===== src/rtl/mem_map_pkg.sv =====
// rtl/mem_map_pkg.sv - memory map regions, controller states and default bounds
package mem_map_pkg;

  typedef enum logic [1:0] {PER, RAM, ROM, VAC} region_e;
  typedef enum logic [1:0] {IDLE, ACCESS, WAIT, DONE} state_e;

  localparam logic [15:0] DEF_PER_U  = 16'h0200;
  localparam logic [15:0] DEF_RAM_L  = 16'h0200;
  localparam logic [15:0] DEF_RAM_U  = 16'h0400;
  localparam logic [15:0] DEF_ROM_L  = 16'hC000;
  localparam logic [15:0] DEF_VACANT = 16'h3FFF;

  // Byte accesses only ever use the low lane; the high lane reads/writes as zero.
  function automatic logic [15:0] byte_lane(input logic [15:0] d, input logic bw);
    return bw ? {8'h00, d[7:0]} : d;
  endfunction

endpackage


===== src/rtl/mem_bus_ctrl_if.sv =====
// rtl/mem_bus_ctrl_if.sv - CPU memory access port (MAB/MDB request/ack bundle)
interface mem_bus_ctrl_if;

  logic        req;
  logic [15:0] addr;
  logic [15:0] wdata;
  logic        we;
  logic        bw;
  logic        ack;
  logic [15:0] rdata;
  logic        fault;

  modport master (output req, addr, wdata, we, bw, input ack, rdata, fault);
  modport slave  (input req, addr, wdata, we, bw, output ack, rdata, fault);

endinterface


===== src/rtl/mem_region_dec.sv =====
// rtl/mem_region_dec.sv - combinational address to region / slave-relative offset decode
module mem_region_dec
  import mem_map_pkg::*;
#(
  parameter logic [15:0] PER_U = DEF_PER_U,
  parameter logic [15:0] RAM_L = DEF_RAM_L,
  parameter logic [15:0] RAM_U = DEF_RAM_U,
  parameter logic [15:0] ROM_L = DEF_ROM_L
) (
  input  logic [15:0] addr,
  output region_e     region,
  output logic [15:0] offset
);

  always_comb begin
    region = VAC;
    offset = 16'h0000;
    if (addr < PER_U) begin
      region = PER;
      offset = addr;
    end else if (addr >= RAM_L && addr < RAM_U) begin
      region = RAM;
      offset = addr - RAM_L;
    end else if (addr >= ROM_L) begin
      region = ROM;
      offset = addr - ROM_L;
    end
  end

endmodule


===== src/rtl/mem_bus_ctrl.sv =====
// rtl/mem_bus_ctrl.sv - CPU to PER/RAM/ROM bus controller; MEM_BUS_ROM_WAIT_EN adds a ROM read wait state
module mem_bus_ctrl
  import mem_map_pkg::*;
#(
  parameter logic [15:0] PER_U  = DEF_PER_U,
  parameter logic [15:0] RAM_L  = DEF_RAM_L,
  parameter logic [15:0] RAM_U  = DEF_RAM_U,
  parameter logic [15:0] ROM_L  = DEF_ROM_L,
  parameter logic [15:0] VACANT = DEF_VACANT
) (
  input  logic           clk,
  input  logic           rst_n,
  mem_bus_ctrl_if.slave  cpu,
  output logic [15:0]    ram_addr,
  output logic [15:0]    ram_Din,
  output logic           ram_RW,
  output logic           BW,
  input  logic [15:0]    ram_out,
  output logic [15:0]    rom_addr,
  input  logic [15:0]    rom_out,
  output logic [15:0]    per_addr,
  output logic [15:0]    per_Din,
  output logic           per_we,
  input  logic [15:0]    per_out
);

  state_e      state, state_nx;
  region_e     dec_region, region_q;
  logic [15:0] addr_in, dec_off;
  logic [15:0] off_q, wdata_q, rdata_q, slave_rd;
  logic        we_q, bw_q, err_q, fault_q;
  logic        cap;

  assign addr_in = cpu.bw ? cpu.addr : {cpu.addr[15:1], 1'b0};

  mem_region_dec #(
    .PER_U (PER_U),
    .RAM_L (RAM_L),
    .RAM_U (RAM_U),
    .ROM_L (ROM_L)
  ) u_dec (
    .addr   (addr_in),
    .region (dec_region),
    .offset (dec_off)
  );

  always_ff @(posedge clk or negedge rst_n) begin
    if (!rst_n) state <= IDLE;
    else        state <= state_nx;
  end

  always_comb begin
    state_nx = state;
    cap      = 1'b0;
    case (state)
      IDLE:   if (cpu.req) state_nx = ACCESS;
      ACCESS: begin
        state_nx = DONE;
        cap      = 1'b1;
`ifdef MEM_BUS_ROM_WAIT_EN
        if (region_q == ROM && !we_q) begin
          state_nx = WAIT;
          cap      = 1'b0;
        end
`endif
      end
`ifdef MEM_BUS_ROM_WAIT_EN
      WAIT: begin
        state_nx = DONE;
        cap      = 1'b1;
      end
`endif
      DONE:    state_nx = IDLE;
      default: state_nx = IDLE;
    endcase
  end

  // Request latch: region and fault class are resolved here, so ACCESS only muxes.
  always_ff @(posedge clk or negedge rst_n) begin
    if (!rst_n) begin
      off_q    <= 16'h0000;
      wdata_q  <= 16'h0000;
      we_q     <= 1'b0;
      bw_q     <= 1'b0;
      region_q <= VAC;
      err_q    <= 1'b0;
    end else if (state == IDLE && cpu.req) begin
      off_q    <= dec_off;
      wdata_q  <= cpu.wdata;
      we_q     <= cpu.we;
      bw_q     <= cpu.bw;
      region_q <= dec_region;
      err_q    <= (dec_region == VAC) || (dec_region == ROM && cpu.we);
    end
  end

  always_comb begin
    case (region_q)
      PER:     slave_rd = per_out;
      RAM:     slave_rd = ram_out;
      ROM:     slave_rd = rom_out;
      default: slave_rd = 16'h0000;
    endcase
  end

  always_ff @(posedge clk or negedge rst_n) begin
    if (!rst_n) begin
      rdata_q <= 16'h0000;
      fault_q <= 1'b0;
    end else if (cap) begin
      rdata_q <= err_q ? VACANT : byte_lane(slave_rd, bw_q);
      fault_q <= err_q;
    end
  end

  assign cpu.ack   = (state == DONE);
  assign cpu.rdata = rdata_q;
  assign cpu.fault = fault_q;

  // Slave side is purely a function of state, so an async reset drops strobes at once.
  always_comb begin
    ram_addr = 16'h0000;
    ram_Din  = 16'h0000;
    ram_RW   = 1'b0;
    rom_addr = 16'h0000;
    per_addr = 16'h0000;
    per_Din  = 16'h0000;
    per_we   = 1'b0;
    BW       = 1'b0;
    if (state == ACCESS && !err_q) begin
      BW = bw_q;
      case (region_q)
        RAM: begin
          ram_addr = off_q;
          ram_Din  = byte_lane(wdata_q, bw_q);
          ram_RW   = we_q;
        end
        PER: begin
          per_addr = off_q;
          per_Din  = byte_lane(wdata_q, bw_q);
          per_we   = we_q;
        end
        ROM:     rom_addr = off_q;
        default: ;
      endcase
    end
    if (state == WAIT) begin
      BW       = bw_q;
      rom_addr = off_q;
    end
  end

endmodule


===== src/flat_wrapper.sv =====
// flat-port wrapper written by rule: the top's interface ports become plain ports
module mem_bus_ctrl_flat import mem_map_pkg::*;
#(
  parameter logic [15:0] PER_U  = DEF_PER_U,
  parameter logic [15:0] RAM_L  = DEF_RAM_L,
  parameter logic [15:0] RAM_U  = DEF_RAM_U,
  parameter logic [15:0] ROM_L  = DEF_ROM_L,
  parameter logic [15:0] VACANT = DEF_VACANT
)
  (clk, rst_n, ram_addr, ram_Din, ram_RW, BW, ram_out, rom_addr, rom_out, per_addr, per_Din, per_we, per_out, cpu_req, cpu_addr, cpu_wdata, cpu_we, cpu_bw, cpu_ack, cpu_rdata, cpu_fault);
  mem_bus_ctrl_if cpu_i ();
  input  logic clk;
  input  logic rst_n;
  output logic [15:0] ram_addr;
  output logic [15:0] ram_Din;
  output logic ram_RW;
  output logic BW;
  input  logic [15:0] ram_out;
  output logic [15:0] rom_addr;
  input  logic [15:0] rom_out;
  output logic [15:0] per_addr;
  output logic [15:0] per_Din;
  output logic per_we;
  input  logic [15:0] per_out;
  input wire logic [$bits(cpu_i.req)-1:0] cpu_req;
  input wire logic [$bits(cpu_i.addr)-1:0] cpu_addr;
  input wire logic [$bits(cpu_i.wdata)-1:0] cpu_wdata;
  input wire logic [$bits(cpu_i.we)-1:0] cpu_we;
  input wire logic [$bits(cpu_i.bw)-1:0] cpu_bw;
  output wire logic [$bits(cpu_i.ack)-1:0] cpu_ack;
  output wire logic [$bits(cpu_i.rdata)-1:0] cpu_rdata;
  output wire logic [$bits(cpu_i.fault)-1:0] cpu_fault;
  assign cpu_i.req = cpu_req;
  assign cpu_i.addr = cpu_addr;
  assign cpu_i.wdata = cpu_wdata;
  assign cpu_i.we = cpu_we;
  assign cpu_i.bw = cpu_bw;
  assign cpu_ack = cpu_i.ack;
  assign cpu_rdata = cpu_i.rdata;
  assign cpu_fault = cpu_i.fault;
  mem_bus_ctrl #(.PER_U(PER_U), .RAM_L(RAM_L), .RAM_U(RAM_U), .ROM_L(ROM_L), .VACANT(VACANT)) u_core (.clk(clk), .rst_n(rst_n), .cpu(cpu_i), .ram_addr(ram_addr), .ram_Din(ram_Din), .ram_RW(ram_RW), .BW(BW), .ram_out(ram_out), .rom_addr(rom_addr), .rom_out(rom_out), .per_addr(per_addr), .per_Din(per_Din), .per_we(per_we), .per_out(per_out));
endmodule

===== config.mk =====
export PLATFORM = sky130hd
export DESIGN_NAME = mem_bus_ctrl_flat
export DESIGN_NICKNAME = d
export VERILOG_FILES = /design/src/rtl/mem_map_pkg.sv /design/src/rtl/mem_bus_ctrl_if.sv /design/src/rtl/mem_region_dec.sv /design/src/rtl/mem_bus_ctrl.sv /design/src/flat_wrapper.sv
export SDC_FILE = /design/constraint.sdc
export NUM_CORES = 1
export LEC_CHECK = 0
export ABC_CLOCK_PERIOD_IN_PS = 1900
export BUFFER_PORTS_ARGS = -buffer_cell sky130_fd_sc_hd__buf_4
export CAP_MARGIN = 20
export CORE_ASPECT_RATIO = 1.4
export CORE_MARGIN = 3
export CORE_UTILIZATION = 38
export DETAILED_ROUTE_END_ITERATION = 16
export PLACE_DENSITY = 0.69
export SLEW_MARGIN = 15
export SYNTH_ARGS = -nofsm -noshare
export SYNTH_HDL_FRONTEND = slang
export SYNTH_HIERARCHICAL = 1
export SYNTH_SLANG_ARGS = --single-unit

===== constraint.sdc =====
create_clock -name clk -period 1.9 [get_ports clk]
set_clock_uncertainty 0.15 [all_clocks]
set_input_delay 0.19 -clock clk [delete_from_list [all_inputs] [get_ports clk]]
set_output_delay 0.19 -clock clk [all_outputs]
set_load 0.02 [all_outputs]

==> results_dict.tcl <==
set metrics [dict create \
    status "finished with violations" \
    violations "negative setup slack" \
    place_hpwl_um 8418 \
    p_int_mw 4.787 \
    powerDensity_nw_per_um2 1187 \
    grt_pass1_wl_um 19040 \
    peakVddDrop_v 0.0009300 \
    htree_levels 2 \
    cts.sinks 56 \
    vias_per_cell 5.265 \
    synth_ff_type "dfrtp_1" \
    switching_share_pct 39.79 \
    p_sw_mw 3.163 \
    comb_power_share_pct 59.6 \
    period_needed_ns 2.024 \
    grt_pass1_vias 3938 \
    dieWidth_um 87.56 \
    final_util_pct 74.17 \
    area_growth_pct 89.25 \
    clkTransAtPathRegs_ns 0.07 \
    maxSlewHeadroom_pct 51.45 \
    end_kind "primary output" \
    cts_tree "built" \
    fin_ws_ns -0.1235 \
    die-area_um2 10520 \
    max_freq_ghz 0.4942 \
    drcViolationCount 0 \
    antenna_found_initial 0 \
    via_count 3738 \
    design_area_um2 6696 \
    path_class "reg -> out" \
    p_leak_nw 3.087 \
    critPathMaxFanout 4 \
    nNetsFinal 692 \
    synth_cell_type_count 45 \
    clk_path_buf_depth 2 \
    n_fill_cell 616 \
    io_pins 186 \
    grt_max_degree 57 \
    finalSetupViolCount 83 \
    hold_violations 0 \
    cp.required_ns 1.56 \
    clkPwrFrac_pct 11.7 \
    wirelength_um 12790 \
    syn_nets 436 \
    clock_latency_ns 0.29 \
    antenna_left 0 \
    netlist_instances 346 \
    core_um2 9029 \
    yosysSeqAreaShare_pct 39.67 \
    yosysWarnings 6 \
    row_count 41 \
    cts_made_buffers 5 \
    hp-class "in -> reg" \
    synthArstFlopShare_pct 100.0 \
    syn_avg_cell_area_um2 10.23 \
    crit_path_start_kind "register" \
    num_antenna_cells 0 \
    cts-root-buf "clkbuf_16" \
    io_buffers 185 \
    placed_area_um2 5309 \
    crit_arrival_ns 1.68 \
    overflow 0 \
    syn_area_um2 3538 \
    drt_iter0_drc 121 \
    final_common_cell "buf_4" \
    seqPwrFrac_pct 28.7 \
    dieHeight_um 120.2 \
    synth_edf_count 0 \
    final_cell_mix "buf_4 (151), buf_6 (86), dfrtp_1 (54)" \
    place_congestion 0.9531 \
    worst_hold_slack_ns 0.02978 \
    wire_per_inst_um 18.01 \
    rsz0062_at_grt "yes" \
    synth_seq_cells 56 \
    finalCritPeriodShare_pct 106.5 \
    drive_gt1_share_pct 66.50 \
    grt_usage_pct 22.74 \
    firstDrtPassIters 4 \
    dp_slack_ns -0.4955 \
    cap_violations 0 \
    slew_violations 0 \
    initial_core_util_pct 39.19 \
    tightest_slew_ns 0.7282 \
]
-- timing repair --
| action | CTS | global route |
|---|---|---|
| pin swaps | 17 | 17 |
| hold buffers | 21 | 0 |
| hold endpoints to repair | 74 | 0 |
| setup endpoints to repair | 92 | 103 |
| resized for setup | 113 | 78 |
| setup buffers | 11 | 11 |
| gates cloned | 3 | 3 |
-- logic make-up (layout without fill, tap and decap cells) --
group,count (synthesis),count (layout),synth area share (%)
muxes,51,51,16.16
AOI/OAI and AO/OA,42,42,10.29
buffers and inverters,31,288,4.667
adders and majority gates,5,5,1.768
and+or+nand+nor,161,161,27.44
DFF,56,56,39.67
-- sequential cells by signal, summed over array words and instances, names as in the netlist --
register	cells
u_core/region_q	2
u_core/wdata_q	16
u_core/cpu.rdata	16
u_core/bw_q	1
u_core/we_q	1
u_core/err_q	1
u_core/state	2
u_core/cpu.fault	1
u_core/off_q	16
-- worst max-delay path, stage by stage (launching register included) --
cell,delay (ns)
dfstp_2,0.58
and2b_4,0.24
buf_12,0.14
clkbuf_16,0.14
and3_4,0.17
buf_6,0.12
-- metrics by stage --
stage               power, mW  setup TNS, ns  cells
floorplan               4.372              0    346
global placement        5.688         -7.754    654
detailed placement      5.819         -5.840    655
CTS                     7.396         -6.276    698
global route            8.392         -12.87    710
finish                  7.950         -6.610    710
-- synth_stat cells, types with 2 or more instances --
cell type / n / area [um^2]
o21ai_0: 9 / 45.04
a311oi_2: 6 / 90.09
nor2b_1: 27 / 168.9
buf_4: 4 / 30.03
buf_2: 11 / 55.05
nand3_1: 2 / 10.01
and3_1: 25 / 156.4
nor2_1: 16 / 60.06
nor4_1: 6 / 37.54
o21ai_1: 4 / 20.02
ha_1: 5 / 62.56
nand2_1: 23 / 86.33
a21oi_2: 2 / 17.52
mux2i_1: 2 / 20.02
dfrtp_1: 54 / 1351
buf_6: 2 / 22.52
o21a_1: 2 / 15.01
a221o_1: 3 / 30.03
a221oi_1: 8 / 70.07
mux2_1: 6 / 67.56
o22ai_1: 2 / 12.51
nand4_1: 2 / 12.51
inv_4: 2 / 12.51
nor3_1: 4 / 20.02
clkbuf_1: 6 / 22.52
and2_1: 43 / 269.0
nand2b_1: 2 / 12.51
nor4_4: 3 / 63.81
inv_1: 6 / 22.52
mux2_2: 43 / 484.2
dfstp_2: 2 / 52.55
-- routing by layer --
| metal | routed length [um] | up-vias | global-route usage [%] |
|---|---|---|---|
| met4 | 259 | 0 | 4.798 |
| met3 | 685 | 23 | 3.749 |
| met2 | 7242 | 138 | 43.40 |
| met1 | 4598 | 1841 | 25.81 |
| met5 | 0 | - | 0 |
| li1 | - | 1736 | - |
-- worst paths after layout --
kind / startpoint / endpoint / slack (ns) / cells past startpoint
max in group asynchronous: rst_n / u_core/state[0] / 0.75 / 2
hold / removal: ram_out[0] / u_core/cpu.rdata[0] / 0.03 / 3
setup reg to reg: u_core/region_q[1] / u_core/cpu.rdata[7] / 0.04 / 6
setup / recovery: u_core/region_q[1] / ram_Din[5] / -0.12 / 5
hold reg to reg: u_core/cpu.fault / u_core/cpu.fault / 0.33 / 2
min in group asynchronous: rst_n / u_core/cpu.rdata[7] / 0.35 / 2
-- power groups by stage --
stage                     combinational (mW)  clock, mW  sequential (mW)
after CTS                               4.19      0.958             2.25
after global placement                  3.48          0             2.21
final                                   4.74      0.927             2.29
after floorplan                         2.02          0             2.35
after global routing                    5.03      0.988             2.37
after detailed placement                3.57          0             2.25
-- area by class of cell --
class / count / area (um^2) / area share (%)
clock buffers: 8 / 146.4 / 2.186
well taps: 107 / 133.9 / 1.999
inverters: 8 / 51.30 / 0.7661
flip-flops and latches: 56 / 1404 / 20.96
multi-input cells: 259 / 2376 / 35.48
repair buffers: 272 / 2585 / 38.60
(Power assumes the default switching activity.)
